===== config.mk =====
export PLATFORM = sky130hd
export DESIGN_NAME = nn_argmax_collector_flat
export DESIGN_NICKNAME = d
export VERILOG_FILES = /design/src/rtl/nn_argmax_collector_if.sv /design/src/rtl/nn_argmax_collector.sv /design/src/flat_wrapper.sv
export SDC_FILE = /design/constraint.sdc
export NUM_CORES = 1
export LEC_CHECK = 0
export BUFFER_PORTS_ARGS = -buffer_cell sky130_fd_sc_hd__buf_2
export CORE_MARGIN = 2
export CORE_UTILIZATION = 45
export CTS_BUF_LIST = sky130_fd_sc_hd__clkbuf_8
export DETAILED_ROUTE_END_ITERATION = 6
export PLACE_DENSITY = 0.67
export SLEW_MARGIN = 40
export SYNTH_ARGS = -nofsm -noshare
export SYNTH_HDL_FRONTEND = slang
export SYNTH_SLANG_ARGS = --single-unit

===== constraint.sdc =====
create_clock -name clk_i -period 3.74 [get_ports clk_i]
set_input_delay 0.561 -clock clk_i [delete_from_list [all_inputs] [get_ports clk_i]]
set_output_delay 0.561 -clock clk_i [all_outputs]
set_load 0.02 [all_outputs]

===== src/rtl/nn_argmax_collector_if.sv =====
// nn_argmax_collector_if: activation capture and result handshake bundle for the argmax collector
interface nn_argmax_collector_if #(
    parameter int DataWidth  = 8,
    parameter int NumOutputs = 4,
    parameter int IdxWidth   = (NumOutputs > 1) ? $clog2(NumOutputs) : 1
) ();
    logic [DataWidth*NumOutputs-1:0] actv_i;
    logic [NumOutputs-1:0]           req_i;
    logic [NumOutputs-1:0]           ack_o;
    logic                            valid_o;
    logic                            ready_i;
    logic [IdxWidth-1:0]             class_o;
    logic [DataWidth-1:0]            max_o;
    modport slave  (input actv_i, req_i, ready_i, output ack_o, valid_o, class_o, max_o);
    modport master (output actv_i, req_i, ready_i, input ack_o, valid_o, class_o, max_o);
endinterface


===== src/rtl/nn_argmax_collector.sv =====
// nn_argmax_collector: buffers one activation per output neuron, runs a sequential signed argmax, presents the winner
module nn_argmax_collector #(
    parameter int DataWidth  = 8,
    parameter int NumOutputs = 4,
    parameter int IdxWidth   = (NumOutputs > 1) ? $clog2(NumOutputs) : 1,
    parameter int CountWidth = 16
) (
    input  logic                  clk_i,
    input  logic                  reset_i,
    nn_argmax_collector_if.slave  bus,
    output logic                  busy_o,
    output logic [CountWidth-1:0] done_count_o
);
    localparam logic [1:0] COLLECT = 2'd0, SCAN = 2'd1, PRESENT = 2'd2;
    logic [1:0]                  state_q, state_d;
    logic [NumOutputs-1:0]       full_q, ack_q, cap;
    logic signed [DataWidth-1:0] slot_q [NumOutputs];
    logic signed [DataWidth-1:0] best_q, cand, best_d;
    logic [IdxWidth-1:0]         best_idx_q, scan_idx_q, best_idx_d, class_q;
    logic [DataWidth-1:0]        max_q;
    logic [CountWidth-1:0]       cnt_q;
    logic                        all_full, last, hs, take;
    always_comb begin
        cap        = (state_q == COLLECT) ? bus.req_i & ~full_q : '0;
        all_full   = &full_q;
        last       = scan_idx_q == IdxWidth'(NumOutputs - 1);
        hs         = (state_q == PRESENT) && bus.ready_i;
        cand       = slot_q[scan_idx_q];
        take       = cand > best_q;
        best_d     = take ? cand : best_q;
        best_idx_d = take ? scan_idx_q : best_idx_q;
        state_d    = (state_q == COLLECT) ? (all_full ? ((NumOutputs == 1) ? PRESENT : SCAN) : COLLECT) :
                     (state_q == SCAN)    ? (last ? PRESENT : SCAN) :
                     (bus.ready_i ? COLLECT : PRESENT);
    end
    always_ff @(posedge clk_i or negedge reset_i) begin
        if (!reset_i) begin
            state_q    <= COLLECT;
            full_q     <= '0;
            ack_q      <= '0;
            best_q     <= '0;
            best_idx_q <= '0;
            scan_idx_q <= '0;
            class_q    <= '0;
            max_q      <= '0;
            cnt_q      <= '0;
            for (int k = 0; k < NumOutputs; k++) slot_q[k] <= '0;
        end else begin
            state_q <= state_d;
            ack_q   <= cap;
            full_q  <= hs ? '0 : full_q | cap;
            for (int k = 0; k < NumOutputs; k++)
                if (cap[k]) slot_q[k] <= bus.actv_i[k*DataWidth +: DataWidth];
            if (state_q == COLLECT && all_full) begin
                best_q     <= slot_q[0];
                best_idx_q <= '0;
                scan_idx_q <= IdxWidth'(1);
                if (NumOutputs == 1) begin
                    class_q <= '0;
                    max_q   <= slot_q[0];
                end
            end
            // output registers load only on entry to PRESENT so they hold while idle
            if (state_q == SCAN) begin
                best_q     <= best_d;
                best_idx_q <= best_idx_d;
                scan_idx_q <= scan_idx_q + IdxWidth'(1);
                if (last) begin
                    class_q <= best_idx_d;
                    max_q   <= best_d;
                end
            end
            if (hs) cnt_q <= cnt_q + CountWidth'(1);
        end
    end
    assign bus.ack_o    = ack_q;
    assign bus.valid_o  = state_q == PRESENT;
    assign bus.class_o  = class_q;
    assign bus.max_o    = max_q;
    assign busy_o       = state_q != COLLECT;
    assign done_count_o = cnt_q;
endmodule


===== src/flat_wrapper.sv =====
// flat-port wrapper written by rule: the top's interface ports become plain ports
module nn_argmax_collector_flat 
#(
    parameter int DataWidth  = 8,
    parameter int NumOutputs = 4,
    parameter int IdxWidth   = (NumOutputs > 1) ? $clog2(NumOutputs) : 1,
    parameter int CountWidth = 16
)
  (clk_i, reset_i, busy_o, done_count_o, bus_actv_i, bus_req_i, bus_ready_i, bus_ack_o, bus_valid_o, bus_class_o, bus_max_o);
  nn_argmax_collector_if #(.DataWidth(DataWidth), .NumOutputs(NumOutputs), .IdxWidth(IdxWidth)) bus_i ();
  input  logic clk_i;
  input  logic reset_i;
  output logic busy_o;
  output logic [CountWidth-1:0] done_count_o;
  input wire logic [$bits(bus_i.actv_i)-1:0] bus_actv_i;
  input wire logic [$bits(bus_i.req_i)-1:0] bus_req_i;
  input wire logic [$bits(bus_i.ready_i)-1:0] bus_ready_i;
  output wire logic [$bits(bus_i.ack_o)-1:0] bus_ack_o;
  output wire logic [$bits(bus_i.valid_o)-1:0] bus_valid_o;
  output wire logic [$bits(bus_i.class_o)-1:0] bus_class_o;
  output wire logic [$bits(bus_i.max_o)-1:0] bus_max_o;
  assign bus_i.actv_i = bus_actv_i;
  assign bus_i.req_i = bus_req_i;
  assign bus_i.ready_i = bus_ready_i;
  assign bus_ack_o = bus_i.ack_o;
  assign bus_valid_o = bus_i.valid_o;
  assign bus_class_o = bus_i.class_o;
  assign bus_max_o = bus_i.max_o;
  nn_argmax_collector #(.DataWidth(DataWidth), .NumOutputs(NumOutputs), .IdxWidth(IdxWidth), .CountWidth(CountWidth)) u_core (.clk_i(clk_i), .reset_i(reset_i), .bus(bus_i), .busy_o(busy_o), .done_count_o(done_count_o));
endmodule

Word-level counts from Yosys, hierarchy flattened

Index checks and enable logic that the tools add are counted.

Word-level logic and storage cells: 49
Flip-flop bits (word level): 80
Output and inout port bits: 32
Bits of input ports: 39

Bitwise gates (word level): 4
$lt $le $gt $ge: 2
Muxes and demuxes: 18
Add/sub/neg operators: 2
Reduce and logical (&&, ||, !) cells: 7
Equal/unequal tests: 3

Operators with widths:

| kind                  | count |
|---|---|
| $mux 8                | 5 |
| $mux 2                | 9 |
| $add 16x1->16 const B | 1 |
| $bmux 8 s2            | 1 |
| $gt 8x8->1            | 1 |
| $mux 4                | 2 |
| $and 4x4->4           | 1 |
| $eq 2x2->1 const B    | 2 |
| $not 4->4             | 1 |
| $or 4x4->4            | 1 |
| $reduce_and 4->1      | 1 |
| $reduce_bool 2->1     | 2 |
| $ge 3x3->1 const B    | 1 |
| $not 2->3             | 1 |
| $add 2x1->2 const B   | 1 |
| $eq 2x1->1 const B    | 1 |
| $logic_and 1x1->1     | 2 |
| $logic_not 2->1       | 1 |
| $reduce_and 2->1      | 1 |
| $mux 1                | 1 |

Longest topological paths before layout

Gate-level depths: netlist of the first run.

Word-level depth: 7
Depth in mapped cells: 10

Least setup slack after synthesis of the first run

OpenSTA, ideal clock, no wires.

Path type: register -> register
From: register u_core.scan_idx_q[0]
To: register u_core.best_q[1]
Period minus slack after synthesis: 2,998 ps
Setup slack: 742 ps
Data arrival time: 2,872 ps
Data required time: 3,614 ps
Cell stages (with the launch flop): 10
Cell sequence: dfrtp_1 > buf_2 > mux4_2 > ha_1 > a21o_1 > a2111oi_4 > nor2_1 > or2_1 > buf_6 > a221o_1

Word-level cells in the longest chain between the ends: 7

Ends and longest elaborated chain:

| what                                        | line                      | text |
|---|---|---|
| start, declared                             | nn_argmax_collector.sv:19 | `logic [IdxWidth-1:0] best_idx_q, scan_idx_q, best_idx_d, class_q;` |
| start signal, assigned                      | nn_argmax_collector.sv:57 | `scan_idx_q <= IdxWidth'(1);` |
| start signal, assigned                      | nn_argmax_collector.sv:67 | `scan_idx_q <= scan_idx_q + IdxWidth'(1);` |
| $not 2->3 (implied by the code) *           | nn_argmax_collector.sv:28 | `cand = slot_q[scan_idx_q];` |
| $bmux 8 s2 *                                | nn_argmax_collector.sv:28 |  |
| $mux 8 (implied by the code) * (2 in a row) | nn_argmax_collector.sv:28 |  |
| $gt 8x8->1                                  | nn_argmax_collector.sv:29 | `take = cand > best_q;` |
| $mux 8 *                                    | nn_argmax_collector.sv:30 | `best_d = take ? cand : best_q;` |
| $mux 8 *                                    | nn_argmax_collector.sv:64 | `if (state_q == SCAN) begin` |
| end signal, assigned                        | nn_argmax_collector.sv:55 | `best_q <= slot_q[0];` |
| end signal, assigned                        | nn_argmax_collector.sv:65 | `best_q <= best_d;` |
| end, declared                               | nn_argmax_collector.sv:18 | `logic signed [DataWidth-1:0] best_q, cand, best_d;` |

Mark *: on every way between the ends. The rest lies on a longest branch, timed or not. The select of a mux whose other input is x is not followed.
A chain may end at the register's enable or synchronous reset.

Final worst setup path of the first run

From: register u_core.scan_idx_q[0]
To: register u_core.best_q[3]

Same word-level chain as after synthesis.

==> results of run 1 <==
-- through the flow --
step	worst slack (ps)	area (µm²)
final	628	4400
after global routing	465	4400
after CTS	639	4400
after detailed placement	653	4150
after global placement	754	4140
after floorplan	742	3690
-- report_power, final --
group / total, mW / switching (mW) / internal, mW
clock: 0.790 / 0.311 / 0.479
sequential: 1.48 / 0.262 / 1.22
combinational: 2.04 / 1.13 / 0.901
total: 4.31 / 1.71 / 2.60
-- Yosys cell counts (all sizes together), types with 2 or more instances --
cell    instances
mux4            8
nand3          16
nand2          13
and4            2
o21ai          12
xnor2          12
ha             10
nand4           6
clkbuf          6
nor2b           3
a31oi          10
a21o            2
a221oi          2
o211ai          2
and3            3
and2            8
nor2           26
xor2            3
mux2           33
inv            16
dfrtp          80
or2             2
buf             4
mux2i           2
a221o           6
nor3            2
a21oi           7
-- cell type report --
cell class,instances,share of cell area [%]
flip-flops and latches,80,45.5
multi-input cells,197,35.9
repair buffers,72,8.45
clock buffers,11,3.44
well taps,105,2.99
clock inverters,5,2.33
inverters,16,1.37
-- path summary, 6_finish.rpt --
kind	endpoint	slack, ps	cells past startpoint
hold / removal	u_core.slot_q[12]	230	1
hold reg to reg	u_core.done_count_o[15]	480	1
setup reg to reg	u_core.best_q[3]	630	8
min in group clk_i	u_core.slot_q[14]	430	2
max in group asynchronous	u_core.bus.max_o[2]	3030	1
setup / recovery	u_core.best_q[3]	630	8
-- cell families (layout without fill, tap and decap cells) --
logic type	after synthesis	count (layout)	synth area share, %
adders and majority gates	10	10	3.39
and+or+nand+nor	84	84	11.8
DFF	80	80	54.3
xor gates and xnor gates	15	15	3.56
buffers and inverters	26	104	2.92
AOI/OAI and AO/OA	45	45	8.58
muxes	43	43	15.5
-- state kept, by name, indices dropped and copies added, names as in the netlist --
| register | flops |
|---|---|
| u_core.slot_q | 32 |
| u_core.scan_idx_q | 2 |
| u_core.state_q | 2 |
| u_core.done_count_o | 16 |
| u_core.best_q | 8 |
| u_core.bus.ack_o | 4 |
| u_core.bus.class_o | 2 |
| u_core.best_idx_q | 2 |
| u_core.full_q | 4 |
| u_core.bus.max_o | 8 |
-- cell usage in the layout (no fill, tap or decap), types with 6 or more instances in the layout --
cell	n
mux4_2	8
clkbuf_8	11
buf_2	69
mux2_2	33
dfrtp_1	80
a221o_1	6
inv_1	16
nand2_1	13
o21ai_0	12
xnor2_1	12
nand4_1	6
nand3_1	16
a21oi_1	7
and2_1	8
a31oi_1	10
nor2_1	21
ha_1	10
-- worst register-to-register path: stages, from the launching register on --
cell and delay (ps):
dfrtp_1 500, buf_4 250, mux4_2 570, ha_1 330, nor2b_1 140, o211ai_1 250, a21oi_1 150, or2_1 400
a221o_1 410
-- per-layer routing --
metal / up-vias / GRT usage [%] / wire (µm)
met4: 0 / 6.52 / 65
met3: 7 / 3.99 / 408
met5: - / 0 / 0
met1: 1290 / 26.5 / 3620
li1: 1234 / - / -
met2: 70 / 27.5 / 3570
==> impl_results.md, run 1 <==
- Outcome: finished, final reports clean
- Seq cells post-synth: 80
- Max H-tree Level: 3
- RD Place Congestion: 0.834
- Routed len/inst: between 15 and 20 µm
- Final Cycle Share: a little over four fifths
- Number of port buffers: 70
- WHS: 227 ps
- Setup TNS Final: 0 ps
- Element type at the critical path start: flip-flop
- Die area: 0.00894 mm²
- Yosys warnings: 0
- Share of the synthesized area in the top cell type: 54.3%
- Worst VDD drop: roughly 0.00037 V
- CTS resizes: 0
- Lkg Pwr: 2.06 nW
- Slowest cell on crit path: mux4_2
- WS Path Type: reg -> reg
- CP peak stage delay: between 500 and 600 ps
- Synth Flop Type: dfrtp_1
- Clock root cell: clkbuf_8
- Starting Density: a little under half
- Total of max-cap violations: 0
- CTS Hold Bufs: 0
- # IOs: between 70 and 80
- Largest net degree at the start of global routing: between 80 and 90
- Tmin final: slightly above 3000 ps
- Die width: between 90 and 100 µm
- Critical Path Source: u_core.scan_idx_q[0]
- Die Y: about 95 µm
- Cts bufs inserted: 9
- First-pass GRT wire length: around 13000 µm
- Worst-Margin Slew: around 700 ps
- DRT antenna net count: 0
- Vias in the first global route: ~2500
- Antenna violations before repair: 0
- Critical path capture point type: flip-flop
- CP required: roughly 4000 ps
- DRC Markers: 0
- Clock Pin Slew Worst Setup and Hold Paths: roughly 80 ps
- Worst-case clock buffer depth: 2
- Non-filler cells, final: 486
- Final setup fails: 0
- Synth Instances: around 300
- Post-route core utilization: 54.4%
- Core area: 0.00809 mm²
- WL final: between 7000 and 8000 µm
- Via-to-Cell Ratio: between 5 and 6
- Clk sinks: 80
- Area growth, synth to finish: 19.2%
- Postcts setup bufs: 0
- Tot Pwr: ~4.3 mW
- Ys async rst share: 100%
- Filler cells: approximately 720
- Critical path's top delay family: compound AO/OA/AOI/OAI gates
- Final Skew: 9.78 ps
- Relative slew slack: 53.4%
- Seq/Total Area, Yosys: about 54%
- DRT iter0 DRCs: 96
- TritonCTS clock tree: yes
- Min-Delay Path Class: in -> async
- Power density cells: approximately 980 mW/mm²
- N_diodes: 0
- CP Cell Sequence: buf_4, mux4_2, ha_1, nor2b_1, o211ai_1, a21oi_1, or2_1, a221o_1
- Endpoints failing hold: 0
- Slew Viols, Final: 0
- Post-DP HPWL: approximately 5600 µm
- Mean Syn Cell Area: approximately 12 µm²
- Synthesized area: approximately 0.0037 mm²
- Post-synth EDFFs: 0
- CP max FO: 10
- Synth area leaders: dfrtp_1, mux2_2, mux4_2
- CP Buf/Inv Count: 1
- Via count: about 2600
- Multi-input logic area: 0.00158 mm²
- First-pass detailed-route iteration total: 4
- Share of cells above drive strength 1: a little over a third
- Yosys top cell by area: dfrtp_1
- Final net count: 425
- FMAX: 0.321 GHz
- RSZ-0062 raised after global routing: no
- Clk_lat worst skew: 350 ps
- Syn_nets: about 350
- Cell row count: 33
- Register area: around 0.0020 mm²
- Reg2reg start: u_core.scan_idx_q[0]
- Overall routing resource usage: approximately 18%
- Distinct cells, synth: 39
- # placed instances: 470
- CP Data Arrival Time: 3350 ps
- Grt ovf: 0
Note: power is estimated with default switching activity, not from simulation.
==> run 2, diff against run 1 <==
==> constraint.sdc (replaced) <==
create_clock -name clk_i -period 3.2 [get_ports clk_i]
set_input_delay 0.48 -clock clk_i [delete_from_list [all_inputs] [get_ports clk_i]]
set_output_delay 0.48 -clock clk_i [all_outputs]
set_load 0.02 [all_outputs]
==> run 2 against run 1 <==
Compared with the run above:
- combinational power is 19% higher
- core utilization is 0.49 points lower
- final cell count is 0.21% higher
- routed wire length is 1.3% higher
- cell area is 0.91% lower
- clock-buffer cell count stayed put
- critical path type unchanged
- largest power group unchanged
==> impl_results.md, run 2 (synthesized netlist as in run 1, its figures left out) <==
- Outcome: finished, final reports clean
- Filler cells: roughly 750
- Commonest non-fill, non-tap cell in the layout: dfrtp_1
- Cts bufs inserted: 9
- Most frequent cells in the layout: dfrtp_1, buf_2, mux2_2, nor2_1
- Die Y: about 95 µm
- Grt ovf: 0
- Worst VDD drop: ~0.00044 V
- Cell row count: 33
- N_diodes: 0
- WS Path Type: reg -> reg
- Clk sinks: 80
- Starting Density: 45.6%
- Min-Delay Path Class: in -> async
- DRC Markers: 0
- Core area: around 0.0081 mm²
- CP Data Arrival Time: roughly 3300 ps
- Relative slew slack: a little over half
- CP required: about 3400 ps
- Total of max-cap violations: 0
- Largest net degree at the start of global routing: between 80 and 90
- Number of flip-flops in the largest register: 32
- DRT iter0 DRCs: between 100 and 150
- # placed instances: roughly 470
- Power density cells: 1120 mW/mm²
- DRT antenna net count: 0
- Via-to-Cell Ratio: roughly 5.3
- Final setup fails: 0
- Postcts setup bufs: 0
- Critical path capture point type: flip-flop
- Non-filler cells, final: around 490
- Final Cycle Share: a little over nine tenths
- Setup TNS Final: 0 ps
- # IOs: 71
- First-pass GRT wire length: ~13000 µm
- Clk_lat worst skew: around 360 ps
- RSZ-0062 raised after global routing: no
- Post-route core utilization: 53.9%
- Final net count: between 400 and 500
- Routed len/inst: 15.9 µm
- Die area: between 0.008 and 0.009 mm²
- Largest register by flop count: u_core.slot_q
- First-pass detailed-route iteration total: 4
- Lkg Pwr: 2.04 nW
- WHS: between 100 and 150 ps
- Slowest cell on crit path: mux4_2
- FMAX: 0.332 GHz
- Share of cells above drive strength 1: a little over a third
- WL final: 7760 µm
- Element type at the critical path start: flip-flop
- Vias in the first global route: roughly 2500
- Antenna violations before repair: 0
- FF-to-FF path depth: 8
- Area growth, synth to finish: 18.1%
- Worst-Margin Slew: just over 700 ps
- Clock root cell: clkbuf_8
- Overall routing resource usage: 18.9%
- CP Cell Sequence: buf_4, mux4_2, ha_1, nand4_1, o211ai_1, nor2_1, or2_1, a221o_1
- Worst-case clock buffer depth: 2
- CTS Hold Bufs: 0
- R2R Setup Slk: between 150 and 200 ps
- Max H-tree Level: 3
- Tmin final: 3020 ps
- TritonCTS clock tree: yes
- Post-DP HPWL: between 5000 and 6000 µm
- CP peak stage delay: roughly 560 ps
- Final Skew: approximately 9 ps
- CP max FO: 11
- Clock Pin Slew Worst Setup and Hold Paths: about 80 ps
- CTS resizes: 0
- Slew Viols, Final: 0
- Die width: between 90 and 100 µm
- Endpoints failing hold: 0
- RD Place Congestion: approximately 0.82
- Tot Pwr: ~4.9 mW
- Number of port buffers: 70
- Via count: about 2600
[run 2: cell count changes in the layout (fill, tap and decap cells not counted), sizes merged]
| cell | delta |
|---|---|
| clkinvlp | +1 |
| buf | +1 |
| bufinv | -2 |
| clkinv | +1 |
[run 2: layer usage]
metal	vias to the layer above	part of all wire, %	GRT usage (%)
met3	8	3.7	3.03
met1	1276	49	27.7
met5	-	0	0
li1	1243	-	-
met2	55	46	28.0
met4	0	1.2	7.97
[run 2: power breakdown]
| group | internal [mW] | total, mW | switching (mW) |
|---|---|---|---|
| clock network | 0.400 | 0.761 | 0.361 |
| logic | 1.06 | 2.42 | 1.35 |
| registers | 1.43 | 1.72 | 0.288 |
| total | 2.89 | 4.89 | 2.00 |
[run 2: worst paths after layout]
kind,startpoint,end
setup / recovery,u_core.scan_idx_q[0],u_core.best_q[7]
hold / removal,reset_i,u_core.slot_q[14]
setup reg to reg,u_core.scan_idx_q[0],u_core.best_q[7]
hold reg to reg,u_core.done_count_o[15],u_core.done_count_o[15]
max in group asynchronous,reset_i,u_core.best_q[7]
min in group clk_i,bus_actv_i[3],u_core.slot_q[27]
[run 2: stage by stage]
| stage | cell area [µm²] | worst slack (ps) |
|---|---|---|
| final | 4360 | 185 |
| after global routing | 4360 | 65.6 |
| after CTS | 4360 | 230 |
| after detailed placement | 4150 | 244 |
| after global placement | 4150 | 332 |
| after floorplan | 3690 | 202 |
[run 2: area by class of cell]
class	instances	area, µm²	area share, %
clock inverters	5	55.1	1.26
flip-flops and latches	80	2000	45.9
multi-input cells	197	1580	36.3
well taps	105	131	3.01
clock buffers	11	151	3.47
repair buffers	73	379	8.70
inverters	16	60.1	1.38
[run 2: critical path, delay by kind of cell (launching register included)]
kind | cells | cell delay (ps)
AO/OA/AOI/OAI | 2 | 630
adder cells (fa/ha/maj) | 1 | 350
flip-flops | 1 | 410
buffers and inverters | 1 | 240
multiplexers | 1 | 560
AND/OR/NAND/NOR | 3 | 710
